`config.mk`:
```
export PLATFORM = sky130hd
export DESIGN_NAME = md_unit
export DESIGN_NICKNAME = d
export VERILOG_FILES = /design/src/rtl/md_unit.sv
export SDC_FILE = /design/constraint.sdc
export NUM_CORES = 1
export LEC_CHECK = 0
export CAP_MARGIN = 20
export CORE_MARGIN = 5
export CORE_UTILIZATION = 62
export CTS_CLUSTER_SIZE = 12
export DETAILED_ROUTE_END_ITERATION = 8
export PLACE_DENSITY = 0.95
export SETUP_SLACK_MARGIN = 0.1
export SLEW_MARGIN = 30
export SYNTH_ARGS = -nofsm -noshare
export SYNTH_HDL_FRONTEND = slang
export SYNTH_SLANG_ARGS = --single-unit
```
`constraint.sdc`:
```
create_clock -name Clk -period 10.1 [get_ports Clk]
set_input_delay 1.515 -clock Clk [delete_from_list [all_inputs] [get_ports Clk]]
set_output_delay 1.515 -clock Clk [all_outputs]
set_load 0.02 [all_outputs]
```
`src/rtl/md_unit.sv`:
```
// md_unit: iterative multiply/divide unit with architectural HI/LO registers.
// One shift-add (multiply) or restoring-division step per cycle on operand
// magnitudes; signs are reapplied in FIN. Flush aborts without touching HI/LO.
//
// state | meaning
// ------+---------------------------------------------------------------
// IDLE  | waiting for start; MTHI/MTLO writes accepted here
// MUL   | shift-add iterations, one bit of the multiplier per cycle
// DIV   | restoring division iterations, one quotient bit per cycle
// FIN   | sign correction and HI/LO write, then back to IDLE
module md_unit #(
    parameter int WIDTH = 32
) (
    input  logic             Clk,
    input  logic             Rst,
    input  logic             start,
    input  logic [1:0]       op,
    input  logic [WIDTH-1:0] a,
    input  logic [WIDTH-1:0] b,
    input  logic             flush,
    input  logic             hi_we,
    input  logic             lo_we,
    input  logic [WIDTH-1:0] wdata,
    output logic [WIDTH-1:0] hi,
    output logic [WIDTH-1:0] lo,
    output logic             busy,
    output logic             stall
);

    localparam int CNT_W = $clog2(WIDTH) + 1;
    localparam logic [CNT_W-1:0] CNT_LAST = CNT_W'(WIDTH - 1);

    localparam logic [1:0] S_IDLE = 2'd0;
    localparam logic [1:0] S_MUL  = 2'd1;
    localparam logic [1:0] S_DIV  = 2'd2;
    localparam logic [1:0] S_FIN  = 2'd3;

    logic [1:0]       state_q, state_d;
    logic [CNT_W-1:0] cnt_q, cnt_d;
    logic             op_div_q, op_div_d;
    logic             neg_res_q, neg_res_d;
    logic             neg_rem_q, neg_rem_d;
    logic [WIDTH-1:0] opb_q, opb_d;
    logic [WIDTH-1:0] work_hi_q, work_hi_d;
    logic [WIDTH-1:0] work_lo_q, work_lo_d;
    logic [WIDTH-1:0] hi_q, hi_d;
    logic [WIDTH-1:0] lo_q, lo_d;

    logic [WIDTH-1:0]   a_mag, b_mag;
    logic [WIDTH:0]     mul_sum;
    logic [WIDTH:0]     div_trial, div_diff;
    logic [2*WIDTH-1:0] prod_abs, prod_fix;
    logic               accept;

    assign busy   = (state_q != S_IDLE);
    assign stall  = busy | (start & ~flush);
    assign accept = (state_q == S_IDLE) & start & ~flush;
    assign hi     = hi_q;
    assign lo     = lo_q;

    // Operand magnitudes and the per-step multiply/divide arithmetic.
    always_comb begin
        a_mag     = (op[0] && a[WIDTH-1]) ? -a : a;
        b_mag     = (op[0] && b[WIDTH-1]) ? -b : b;
        // Multiplier sits in work_lo and shifts out LSB-first; product grows into work_hi.
        mul_sum   = {1'b0, work_hi_q} + {1'b0, (work_lo_q[0] ? opb_q : {WIDTH{1'b0}})};
        // Partial remainder shifted left by one with the next dividend bit from work_lo.
        div_trial = {work_hi_q, work_lo_q[WIDTH-1]};
        div_diff  = div_trial - {1'b0, opb_q};
        prod_abs  = {work_hi_q, work_lo_q};
        prod_fix  = neg_res_q ? -prod_abs : prod_abs;
    end

    // Next-state and datapath update.
    always_comb begin
        state_d   = state_q;
        cnt_d     = cnt_q;
        op_div_d  = op_div_q;
        neg_res_d = neg_res_q;
        neg_rem_d = neg_rem_q;
        opb_d     = opb_q;
        work_hi_d = work_hi_q;
        work_lo_d = work_lo_q;
        hi_d      = hi_q;
        lo_d      = lo_q;

        case (state_q)
            S_IDLE: begin
                if (accept) begin
                    op_div_d = op[1];
                    cnt_d    = '0;
                    if (op[1] && (b == '0)) begin
                        // Divide by zero: preload the fixed result, no sign fix-up.
                        state_d   = S_FIN;
                        opb_d     = '0;
                        work_hi_d = a;
                        work_lo_d = '1;
                        neg_res_d = 1'b0;
                        neg_rem_d = 1'b0;
                    end else begin
                        state_d   = op[1] ? S_DIV : S_MUL;
                        opb_d     = b_mag;
                        work_hi_d = '0;
                        work_lo_d = a_mag;
                        neg_res_d = op[0] & (a[WIDTH-1] ^ b[WIDTH-1]);
                        neg_rem_d = op[0] & a[WIDTH-1];
                    end
                end else begin
                    if (hi_we) hi_d = wdata;
                    if (lo_we) lo_d = wdata;
                end
            end
            S_MUL: begin
                work_hi_d = mul_sum[WIDTH:1];
                work_lo_d = {mul_sum[0], work_lo_q[WIDTH-1:1]};
                cnt_d     = cnt_q + 1'b1;
                if (cnt_q == CNT_LAST) state_d = S_FIN;
            end
            S_DIV: begin
                if (!div_diff[WIDTH]) begin
                    work_hi_d = div_diff[WIDTH-1:0];
                    work_lo_d = {work_lo_q[WIDTH-2:0], 1'b1};
                end else begin
                    work_hi_d = div_trial[WIDTH-1:0];
                    work_lo_d = {work_lo_q[WIDTH-2:0], 1'b0};
                end
                cnt_d = cnt_q + 1'b1;
                if (cnt_q == CNT_LAST) state_d = S_FIN;
            end
            default: begin
                state_d = S_IDLE;
                if (op_div_q) begin
                    lo_d = neg_res_q ? -work_lo_q : work_lo_q;
                    hi_d = neg_rem_q ? -work_hi_q : work_hi_q;
                end else begin
                    hi_d = prod_fix[2*WIDTH-1:WIDTH];
                    lo_d = prod_fix[WIDTH-1:0];
                end
            end
        endcase

        // Abort wins over everything in flight, including the FIN write.
        if (flush && (state_q != S_IDLE)) begin
            state_d = S_IDLE;
            cnt_d   = '0;
            hi_d    = hi_q;
            lo_d    = lo_q;
        end
    end

    // State and datapath registers, cleared asynchronously by Rst.
    always_ff @(posedge Clk or posedge Rst) begin
        if (Rst) begin
            state_q   <= S_IDLE;
            cnt_q     <= '0;
            op_div_q  <= 1'b0;
            neg_res_q <= 1'b0;
            neg_rem_q <= 1'b0;
            opb_q     <= '0;
            work_hi_q <= '0;
            work_lo_q <= '0;
            hi_q      <= '0;
            lo_q      <= '0;
        end else begin
            state_q   <= state_d;
            cnt_q     <= cnt_d;
            op_div_q  <= op_div_d;
            neg_res_q <= neg_res_d;
            neg_rem_q <= neg_rem_d;
            opb_q     <= opb_d;
            work_hi_q <= work_hi_d;
            work_lo_q <= work_lo_d;
            hi_q      <= hi_d;
            lo_q      <= lo_d;
        end
    end

endmodule

```
==> reports/qor.yml <==
wl_per_cell_um: 21.0
critPathKind: "input port to register"
fin_util: 0.728
overflow: 0
synth_area_per_cell_um2: 7.96
synth_fp_nets: 2006
antenna_found_initial: 0
tightest_slew_ns: 0.967
slew_violations: 0
initial_utilization: 0.625
place_congestion: 1.02
h-tree-depth: 4
crit_required_ns: 10.48
routed-wl-met3_um: 5090
setup_violations: 0
dp_cells: 2213
cts_tree: "built"
grt_max_degree: 92
dp_hpwl_um: 34900
period_needed_ns: 4.92
timing.rr.start: "work_lo_q[31]"
routed_via_density: 6.61
slew_headroom: 0.355
grt_usage: 0.346
synth-edff-count: 0
power.density_nw_per_um2: 418
synthTopCellsByCount: "nand2_1, o21ai_0, dfrtp_1, nor2_1, a21oi_1"
grt_pass1_vias: 14346
finalNonFillerCells: 2245
grt_pass1_wl_um: 74300
yosys_warnings: 0
cts_buffers: 17
ctsLongestPathBuffers: 2
met1Wirelength_um: 17600
fin_tns_setup_ns: 0
fmax_ghz: 0.203
die_area_um2: 26600
hold_buffers: 0
status: "complete, no violations"
port_buffers: 169
die_w_um: 163
rsz0062_at_grt: "no"
async_flop_share: 1.00
post_cts_resized: 0
synth_area_leader_cell: "dfrtp_1"
period_share: 0.487
fin_nets: 2092
synth-seq-cells: 171
power.leakage_nw: 7.27
clk_latency_ns: 0.45
die_y_um: 163
cts_num_sinks: 171
endpoint_kind: "register"
areaGrowthSynthToFinish_pct: 16.5
cts-root-buf: "clkbuf_16"
ioPinCount: 170
hold_path.class: "register to register"
yosysMostFrequentCell: "nand2_1"
netlist_instances: 1827
drt_first_iter_violations: 2203
top_layer: "met4"
wl_um: 47100
cp.arrival_ns: 5.30
clock_skew_ns: 0.0136
synth_top_area_share: 0.294
seq_area_frac_synth: 0.294
cp_max_fo: 37
ir_worst_vdd_mv: 0.282
vias: 14843
met2WireLength_um: 21400
finalHoldViolations: 0
drc: 0
synth_top_flop_cell: "dfrtp_1"
first_pass_iters: 6
ant_nets: 0
min_from: "hi[3]"
ys_types: 81
antenna_cells: 0
netlist_area_um2: 14500
synth_area_leaders: "dfrtp_1, ha_1, o21ai_0"
worstSetupStartpoint: "b[6]"
core_area_um2: 23300
rows: 56
cp-start-kind: "input port"
drive_above_1_share: 0.0545
post_cts_buffers: 0
drv_cap: 0
clk_pin_slew_worst_paths_ns: 0.08
-- path summary, 6_finish.rpt --
kind	to	cells past startpoint	slack [ns]
setup / recovery	work_lo_q[3]	11	5.18
hold / removal	hi[3]	2	0.48
setup reg to reg	work_hi_q[18]	13	5.47
hold reg to reg	hi[3]	2	0.48
max in group asynchronous	neg_res_q	3	7.18
min in group asynchronous	opb_q[5]	2	1.61
-- cell type report --
| cell class | instances | area, µm² |
|---|---|---|
| clock buffer | 17 | 425 |
| clock inverter | 15 | 215 |
| fill | 1723 | 6320 |
| inverter | 69 | 264 |
| multi-input combinational | 1474 | 9580 |
| sequential | 171 | 4280 |
| tap | 319 | 399 |
| timing repair buffer | 180 | 1780 |
-- cell families after synthesis --
| kind of cell | after synthesis | synth area share |
|---|---|---|
| AOI/OAI and AO/OA | 611 | 0.266 |
| and+or+nand+nor | 568 | 0.185 |
| buffers and inverters | 182 | 0.0498 |
| DFF | 171 | 0.294 |
| xor gates and xnor gates | 170 | 0.102 |
| adders and majority gates | 75 | 0.0656 |
| muxes | 50 | 0.0373 |
-- critical path, stage by stage --
cell and delay (ns):
clkdlybuf4s50_1 0.49, nor4_2 0.43, nor4b_1 0.43, nor3b_2 0.41
nand2_1 0.22, nor4_4 0.34, and4b_1 0.26, buf_4 0.37
nor2_4 0.24, a221oi_1 0.44, a21o_1 0.14
-- report_power, final --
group          total [W]  leakage, nW  switching [W]  internal (W)
Combinational    0.00487         4.85        0.00287       0.00201
Clock           0.000697        0.301       0.000354      0.000343
Sequential       0.00152         2.13       0.000487       0.00103
-- per-stage QoR --
step	worst slack, ns	hold slack, ns	cell area, µm²	power (W)
3_3_place_gp	4.86	0.460	16300	0.00603
4_1_cts	5.24	0.487	16900	0.00694
3_5_place_dp	4.83	0.469	16300	0.00621
5_1_grt	4.92	0.509	16900	0.00757
2_1_floorplan	3.95	0.449	14500	0.00491
6_report	5.18	0.481	16900	0.00708
-- registers in the layout (all words and copies together) (netlist names) --
name / count
work_lo_q: 32
hi: 32
work_hi_q: 32
state_q: 2
neg_res_q: 1
opb_q: 32
neg_rem_q: 1
cnt_q: 6
lo: 32
op_div_q: 1
-- routing by layer --
layer  vias up  global-route usage
li1       6781                   -
met4         0               0.202
met3       224              0.0618
met2       952               0.557
met5         -                   0
met1      6886               0.439
-- layout by cell type (no fill, tap or decap), types with 13 or more instances in the layout --
master | synthesis | routed
a22oi_1 | 36 | 36
inv_1 | 68 | 67
nor3_1 | 44 | 44
nand2_1 | 210 | 208
xor2_1 | 80 | 80
ha_1 | 73 | 70
a221oi_1 | 51 | 51
or3_1 | 15 | 14
nor4_1 | 15 | 15
nand3_1 | 21 | 21
a21oi_1 | 146 | 145
mux2_2 | 33 | 33
clkdlybuf4s50_1 | 0 | 169
o41ai_1 | 13 | 13
mux2i_1 | 17 | 17
o21ai_0 | 181 | 181
xnor2_1 | 90 | 90
dfrtp_1 | 171 | 170
o31ai_1 | 33 | 33
a21o_1 | 57 | 57
a31oi_1 | 20 | 20
clkbuf_16 | 0 | 17
nand2b_1 | 23 | 22
nor2_1 | 161 | 160
(Power assumes the default switching activity.)
